==> config.mk <==
export PLATFORM = sky130hd
export DESIGN_NAME = cic_decim_iq
export DESIGN_NICKNAME = d
export VERILOG_FILES = /design/src/rtl/cic_decim_iq_pkg.sv /design/src/rtl/cic_decim_iq_integ.sv /design/src/rtl/cic_decim_iq.sv
export SDC_FILE = /design/constraint.sdc
export NUM_CORES = 2
export LEC_CHECK = 0
export ABC_AREA = 1
export CAP_MARGIN = 20
export CORE_ASPECT_RATIO = 2
export CORE_MARGIN = 2
export CORE_UTILIZATION = 31
export CTS_CLUSTER_SIZE = 24
export DETAILED_ROUTE_END_ITERATION = 16
export PLACE_DENSITY = 0.51
export RECOVER_POWER = 100
export SYNTH_ARGS = -nofsm -noshare
export SYNTH_HDL_FRONTEND = slang
export SYNTH_SLANG_ARGS = --single-unit
==> constraint.sdc <==
create_clock -name CLK -period 3.9 [get_ports CLK]
set_input_delay 0.585 -clock CLK [delete_from_list [all_inputs] [get_ports CLK]]
set_output_delay 0.585 -clock CLK [all_outputs]
set_load 0.01 [all_outputs]
==> src/rtl/cic_decim_iq_pkg.sv <==
// Shared state type and arithmetic helpers for the cic_decim_iq decimator.
package cic_pkg;

    // Wide enough to hold any shifted accumulator before clamping.
    localparam int unsigned SAT_W = 128;

    typedef enum logic [1:0] {
        IDLE,
        COMB,
        OUT
    } cic_state_e;

    function automatic int unsigned cic_min_width(input int unsigned bits,
                                                  input int unsigned stages,
                                                  input int unsigned decim_bits);
        return bits + stages * decim_bits;
    endfunction

    function automatic logic signed [SAT_W-1:0] cic_sat(input logic signed [SAT_W-1:0] v,
                                                        input int unsigned out_bits);
        logic signed [SAT_W-1:0] hi;
        logic signed [SAT_W-1:0] lo;
        hi = (SAT_W'(1) << (out_bits - 1)) - SAT_W'(1);
        lo = ~hi;
        if (v > hi) begin
            return hi;
        end
        if (v < lo) begin
            return lo;
        end
        return v;
    endfunction

endpackage

==> src/rtl/cic_decim_iq_integ.sv <==
// One channel of the STAGES-deep pipelined CIC integrator; wraps modulo 2^WIDTH.
module cic_integ_chain #(
    parameter int unsigned STAGES = 3,
    parameter int unsigned BITS   = 8,
    parameter int unsigned WIDTH  = 44
) (
    input  logic                    CLK,
    input  logic                    RSTb,
    input  logic                    in_tick,
    input  logic signed [BITS-1:0]  x,
    output logic signed [WIDTH-1:0] y
);
    logic signed [WIDTH-1:0] acc_q [STAGES];
    logic signed [WIDTH-1:0] acc_d [STAGES];

    // Every stage adds the previous stage's pre-update value.
    always_comb begin
        acc_d = acc_q;
        if (in_tick) begin
            acc_d[0] = acc_q[0] + WIDTH'(x);
            for (int unsigned k = 1; k < STAGES; k++) begin
                acc_d[k] = acc_q[k] + acc_q[k-1];
            end
        end
    end

    always_ff @(posedge CLK) begin
        if (!RSTb) begin
            for (int unsigned k = 0; k < STAGES; k++) begin
                acc_q[k] <= '0;
            end
        end else begin
            acc_q <= acc_d;
        end
    end

    assign y = acc_q[STAGES-1];

endmodule

==> src/rtl/cic_decim_iq.sv <==
// Dual-channel (I/Q) CIC decimator: runtime ratio and shift, shared comb engine, sticky overrun.
// Optional feature macro CIC_ROUND_EN: round half up before the output shift.
module cic_decim_iq
    import cic_pkg::*;
#(
    parameter int unsigned STAGES     = 3,
    parameter int unsigned BITS       = 8,
    parameter int unsigned DECIM_BITS = 12,
    parameter int unsigned WIDTH      = 44,
    parameter int unsigned OUT_BITS   = 16,
    parameter int unsigned SHIFT_BITS = 6
) (
    input  logic                         CLK,
    input  logic                         RSTb,
    input  logic                         in_tick,
    input  logic signed [BITS-1:0]       x_i,
    input  logic signed [BITS-1:0]       x_q,
    input  logic        [DECIM_BITS-1:0] decim,
    input  logic        [SHIFT_BITS-1:0] shift,
    output logic signed [OUT_BITS-1:0]   y_i,
    output logic signed [OUT_BITS-1:0]   y_q,
    output logic                         out_tick,
    output logic                         overrun
);
    localparam int unsigned SW = (STAGES > 1) ? $clog2(STAGES) : 1;

    if (STAGES < 1 || STAGES > 6) begin : g_stages_chk
        $error("cic_decim_iq: STAGES must be in 1..6");
    end
    if (WIDTH < cic_min_width(BITS, STAGES, DECIM_BITS)) begin : g_width_chk
        $error("cic_decim_iq: WIDTH below BITS + STAGES*DECIM_BITS");
    end
    if (WIDTH + 1 > SAT_W) begin : g_sat_chk
        $error("cic_decim_iq: WIDTH too large for the saturation helper");
    end

    logic signed [WIDTH-1:0]    int_i, int_q;
    cic_state_e                 state_q, state_d;
    logic [SW-1:0]              s_q, s_d;
    logic [DECIM_BITS-1:0]      cnt_q, cnt_d, r_lat_q, r_lat_d, decim_eff;
    logic [SHIFT_BITS-1:0]      shift_lat_q, shift_lat_d;
    logic signed [WIDTH-1:0]    i_samp_q, i_samp_d, q_samp_q, q_samp_d;
    logic signed [WIDTH-1:0]    i_acc_q, i_acc_d, q_acc_q, q_acc_d;
    logic signed [WIDTH-1:0]    i_dly_q [STAGES];
    logic signed [WIDTH-1:0]    i_dly_d [STAGES];
    logic signed [WIDTH-1:0]    q_dly_q [STAGES];
    logic signed [WIDTH-1:0]    q_dly_d [STAGES];
    logic signed [OUT_BITS-1:0] y_i_q, y_i_d, y_q_q, y_q_d;
    logic                       req_q, req_d, out_tick_q, out_tick_d, overrun_q, overrun_d;
    logic                       wrap, busy;

    cic_integ_chain #(.STAGES(STAGES), .BITS(BITS), .WIDTH(WIDTH)) u_integ_i (
        .CLK(CLK), .RSTb(RSTb), .in_tick(in_tick), .x(x_i), .y(int_i)
    );
    cic_integ_chain #(.STAGES(STAGES), .BITS(BITS), .WIDTH(WIDTH)) u_integ_q (
        .CLK(CLK), .RSTb(RSTb), .in_tick(in_tick), .x(x_q), .y(int_q)
    );

    function automatic logic signed [OUT_BITS-1:0] scale(input logic signed [WIDTH-1:0] a,
                                                         input logic [SHIFT_BITS-1:0] sh);
        logic signed [WIDTH:0]   e;
        logic signed [SAT_W-1:0] w;
        e = (WIDTH+1)'(a);
`ifdef CIC_ROUND_EN
        if (sh != '0) begin
            e = e + ((WIDTH+1)'(1) << (sh - SHIFT_BITS'(1)));
        end
`endif
        e = e >>> sh;
        w = cic_sat(SAT_W'(e), OUT_BITS);
        return w[OUT_BITS-1:0];
    endfunction

    assign decim_eff = (decim < DECIM_BITS'(2)) ? DECIM_BITS'(2) : decim;

    always_comb begin
        wrap        = in_tick && (cnt_q == r_lat_q - DECIM_BITS'(1));
        // A request still waiting for the engine counts as busy too.
        busy        = (state_q != IDLE) || req_q;
        cnt_d       = cnt_q;
        r_lat_d     = r_lat_q;
        shift_lat_d = shift_lat_q;
        i_samp_d    = i_samp_q;
        q_samp_d    = q_samp_q;
        req_d       = req_q;
        overrun_d   = overrun_q;
        state_d     = state_q;
        s_d         = s_q;
        i_acc_d     = i_acc_q;
        q_acc_d     = q_acc_q;
        i_dly_d     = i_dly_q;
        q_dly_d     = q_dly_q;
        y_i_d       = y_i_q;
        y_q_d       = y_q_q;
        out_tick_d  = 1'b0;

        if (in_tick) begin
            cnt_d = wrap ? '0 : cnt_q + DECIM_BITS'(1);
        end
        if (wrap) begin
            r_lat_d     = decim_eff;
            shift_lat_d = shift;
            if (busy) begin
                overrun_d = 1'b1;
            end else begin
                i_samp_d = int_i;
                q_samp_d = int_q;
                req_d    = 1'b1;
            end
        end

        case (state_q)
            IDLE: begin
                if (req_q) begin
                    req_d   = 1'b0;
                    i_acc_d = i_samp_q;
                    q_acc_d = q_samp_q;
                    s_d     = '0;
                    state_d = COMB;
                end
            end
            COMB: begin
                i_acc_d      = i_acc_q - i_dly_q[s_q];
                q_acc_d      = q_acc_q - q_dly_q[s_q];
                i_dly_d[s_q] = i_acc_q;
                q_dly_d[s_q] = q_acc_q;
                s_d          = s_q + SW'(1);
                if (s_q == SW'(STAGES - 1)) begin
                    state_d = OUT;
                end
            end
            OUT: begin
                y_i_d      = scale(i_acc_q, shift_lat_q);
                y_q_d      = scale(q_acc_q, shift_lat_q);
                out_tick_d = 1'b1;
                state_d    = IDLE;
            end
            default: state_d = IDLE;
        endcase
    end

    always_ff @(posedge CLK) begin
        if (!RSTb) begin
            state_q     <= IDLE;
            s_q         <= '0;
            cnt_q       <= '0;
            r_lat_q     <= decim_eff;
            shift_lat_q <= shift;
            i_samp_q    <= '0;
            q_samp_q    <= '0;
            i_acc_q     <= '0;
            q_acc_q     <= '0;
            for (int unsigned k = 0; k < STAGES; k++) begin
                i_dly_q[k] <= '0;
                q_dly_q[k] <= '0;
            end
            y_i_q       <= '0;
            y_q_q       <= '0;
            req_q       <= 1'b0;
            out_tick_q  <= 1'b0;
            overrun_q   <= 1'b0;
        end else begin
            state_q     <= state_d;
            s_q         <= s_d;
            cnt_q       <= cnt_d;
            r_lat_q     <= r_lat_d;
            shift_lat_q <= shift_lat_d;
            i_samp_q    <= i_samp_d;
            q_samp_q    <= q_samp_d;
            i_acc_q     <= i_acc_d;
            q_acc_q     <= q_acc_d;
            i_dly_q     <= i_dly_d;
            q_dly_q     <= q_dly_d;
            y_i_q       <= y_i_d;
            y_q_q       <= y_q_d;
            req_q       <= req_d;
            out_tick_q  <= out_tick_d;
            overrun_q   <= overrun_d;
        end
    end

    assign y_i      = y_i_q;
    assign y_q      = y_q_q;
    assign out_tick = out_tick_q;
    assign overrun  = overrun_q;

endmodule
==> results by group <==
Power
  • Power per cell area: 351.4 nW/um^2
  • Power, Total: 0.02261 W
  • Pleak: 29.09 nW
  • VDD IR max: 0.2560 mV

Timing
  • Fin. max-slew vios: 210
  • Setup Viol. Count Final: 0
  • Hold_ws: 0.2689 ns
  • Post-Route Skew: 0.03739 ns
  • Final hold violation count: 0
  • Normalized max-slew margin: -61.03%
  • RSZ-0062 raised after global routing: false
  • Slew @ Worst Pin: 2.415 ns
  • Fmax: 0.2632 GHz
  • Final period util: 97.40%
  • Tmin final: 3.799 ns

Layout
  • Register Area: 15660 sq um
  • Final Util: 34.63%
  • Area of the multi-input gates: 36580 sq um
  • Layout cells sized above 1: 4.425%
  • Area delta synth->final: 11.18%
  • Fin nets: 9500
  • Layout fillers: 20500

Place
  • Final GP Congestion: 0.9833
  • Port bufs: 70
  • DP HPWL: 177700 um

Synth
  • Register area share after synthesis: 27.05%
  • Syn_area_per_cell: 6.288 sq um
  • Register bit total from synthesis: 773
  • Synth Instances: 9203
  • Async set or reset register ratio after synthesis: 0%
  • Synth warnings: 0
  • Synth Net Count: 9597
  • Mapped cell area: 57870 sq um
  • Post-synthesis cell type count: 65
  • Post-synth EDFFs: 18
  • Predominant post-synthesis flop cell: dfxtp_1

Clock tree
  • TritonCTS Buffers: 85
  • Clock transition at path regs: 0.07 ns
  • Total clock sinks: 773
  • Post-cts repair resize count: 0
  • Post-CTS setup buffer count: 0
  • CTS Root Cell: clkbuf_16
  • # hold bufs at CTS: 0
  • CTS tree: built
  • Clk buf depth: 3
  • Clock Latency Late Sink: 0.70 ns
  • H-tree lvl count: 3

GRT
  • Remaining Overflow, GRT: 0
  • First-pass GRT wire length: 349400 um
  • Vias in the first global route: 61320
  • GRT Overall Usage: 23.38%
  • Largest net degree at the start of global routing: 144
  • Initial antenna violation count: 2

Routing
  • Routed wl met2: 121100 um
  • Detail Route Antenna Nets: 0
  • DRT Pass-1 Iters: 8
  • Post-DR wirelength/cell: 19.59 um
  • Routed met3 length: 6040 um
  • 1st-iter DRT viols: 3437
  • DRT Wirelength: 228400 um
  • DR DRC count: 0
  • Vias per cell: 5.212
  • Wl on met1: 82720 um
  • Top layer in use: met4
  • Routed vias: 60790

Worst setup path
  • Worst Reg-to-Reg Cells: 19
  • End of the critical path: q_acc_q[40]$_SDFFE_PN0P_
  • Critical Path Start Type: flip-flop
  • FF-to-FF End: q_acc_q[40]$_SDFFE_PN0P_
  • Critical Path AT: 4.40 ns
  • CP dominant cell by count: buf_4
  • CP Cell Sequence: inv_6, buf_12, buf_4, o21ai_0, a21oi_1, a31oi_1, ha_1, nand2_1, nor2_1, inv_1, nor3_1, buf_4, nand4_1, buf_4, nand3_1, nand2_1, nand3_1, o211ai_1, a21oi_1
  • CP Capture Type: flip-flop
  • Worst reg2reg path startpoint: s_q[0]$_SDFFE_PN0P_
  • Reg2Reg Setup Slack: 0.10 ns
  • CP max stage cell: nor3_1
  • Data required, critical path: 4.50 ns
  • Critical path class: reg2reg
  • CP Max Fanout: 36
  • Critical path's largest stage delay: 0.38 ns
  • CP startpoint: s_q[0]$_SDFFE_PN0P_

Die
  • Ports: 71
  • # rows: 224
  • Die Span Y: 615.0 um
  • Die area: 190400 sq um
  • Core Area: 185800 sq um
  • Width of the die: 309.5 um
  • Initial core utilization: 31.14%

Run status
  • Status: complete, but fails checks
  • Failing checks: max-capacitance violations, max-slew violations

Flow run
  • # Max-Cap Violations: 2

Min path
  • Hold Crit Class: in2reg
-- routing by layer --
metal | vias up | global-route usage, %
met3 | 697 | 1.942
li1 | 30680 | -
met5 | - | 0
met1 | 28030 | 23.23
met2 | 1381 | 44.74
met4 | 0 | 16.78
-- stage by stage --
stage	std cells	cell area, sq um	setup slack, ns	setup TNS, ns
after floorplan	9203	57870	0.5047	0
after global placement	11510	61600	-0.007133	-0.007133
after detailed placement	11510	61600	0.01357	0
after CTS	11660	64530	0.2024	0
after global routing	11660	64340	0.001488	0
final	11660	64340	0.1012	0
-- layout by cell type, fill, tap and decap left out, types with 94 or more instances in the layout --
cell type     n
nand3_1     807
nor2_1     1374
xor2_1      146
a21oi_1     914
nand2_1    1541
o211ai_1     94
a31oi_1     187
ha_1        347
buf_4       123
inv_1      1002
dfxtp_1     754
o21ai_0     907
-- critical path: cells and delay by family, from the launching register on --
family                   cells  cell delay (ns)
AND/OR/NAND/NOR              7             1.16
flip-flops                   1             0.35
buffers and inverters        6             1.24
adder cells (fa/ha/maj)      1             0.37
AO/OA/AOI/OAI                5             0.56
-- registers in the layout, summed over array words and instances (netlist names), 2 cells and up --
| register | cells |
|---|---|
| cnt_q | 12 |
| i_acc_q | 44 |
| i_dly_q | 132 |
| i_samp_q | 44 |
| q_acc_q | 44 |
| q_dly_q | 132 |
| q_samp_q | 44 |
| r_lat_q | 12 |
| s_q | 2 |
| shift_lat_q | 6 |
| state_q | 2 |
| u_integ_i.acc_q | 88 |
| u_integ_i.y | 44 |
| u_integ_q.acc_q | 88 |
| u_integ_q.y | 44 |
| y_i | 16 |
| y_q | 16 |
-- cell usage after synthesis, types with 78 or more instances --
library cell	count	share of area, %
clkbuf_1	333	2.2
a31oi_1	187	2.0
ha_1	349	7.5
inv_1	1003	6.5
o211ai_1	94	1.2
dfxtp_1	755	26
nand2_1	1543	10
nor2_1	1377	8.9
nor3_1	78	0.67
a21oi_1	913	7.9
xor2_1	146	2.2
o21ai_0	905	7.8
xnor2_1	89	1.3
nand3_1	807	7.0
-- area by class of cell --
type                    instances  share of cell area (%)
flip-flops and latches        773                   24.34
repair buffers                251                   3.473
well taps                    2486                   4.834
multi-input cells            6981                   56.86
clock buffers                 108                   3.775
inverters                    1014                   5.939
clock inverters                48                  0.7759
diodes                          2                0.007778
-- logic make-up (layout without fill, tap and decap cells) --
group	count (synthesis)	count (layout)	synth area share, %
muxes	8	8	0.1384
buffers and inverters	1449	1421	9.835
and+or+nand+nor	3993	3993	28.77
AOI/OAI and AO/OA	2388	2388	22.82
other	0	2	0
adders and majority gates	357	357	7.822
DFF	773	773	27.05
xor gates and xnor gates	235	235	3.556
-- power breakdown --
group / leakage, nW / total, W / switching, W / internal [W]
combinational: 21.3 / 0.00530 / 0.00353 / 0.00177
clock: 1.42 / 0.00865 / 0.00379 / 0.00486
sequential: 6.32 / 0.00866 / 0.000405 / 0.00825
total: 29.1 / 0.0226 / 0.00772 / 0.0149
-- how the worst min path moves through the flow --
stage,start,to,slack (ns),cells past startpoint
5_1_grt,in_tick,cnt_q[1]$_SDFFE_PN0P_,0.27,3
3_3_place_gp,q_dly_q[123]$_SDFFE_PN0P_,q_dly_q[123]$_SDFFE_PN0P_,0.44,2
3_5_place_dp,i_dly_q[106]$_SDFFE_PN0P_,i_dly_q[106]$_SDFFE_PN0P_,0.45,2
2_1_floorplan,i_dly_q[100]$_SDFFE_PN0P_,i_dly_q[100]$_SDFFE_PN0P_,0.43,2
6_report,in_tick,cnt_q[1]$_SDFFE_PN0P_,0.27,3
4_1_cts,in_tick,cnt_q[1]$_SDFFE_PN0P_,0.23,3
Power figures use the tool's default switching activity.
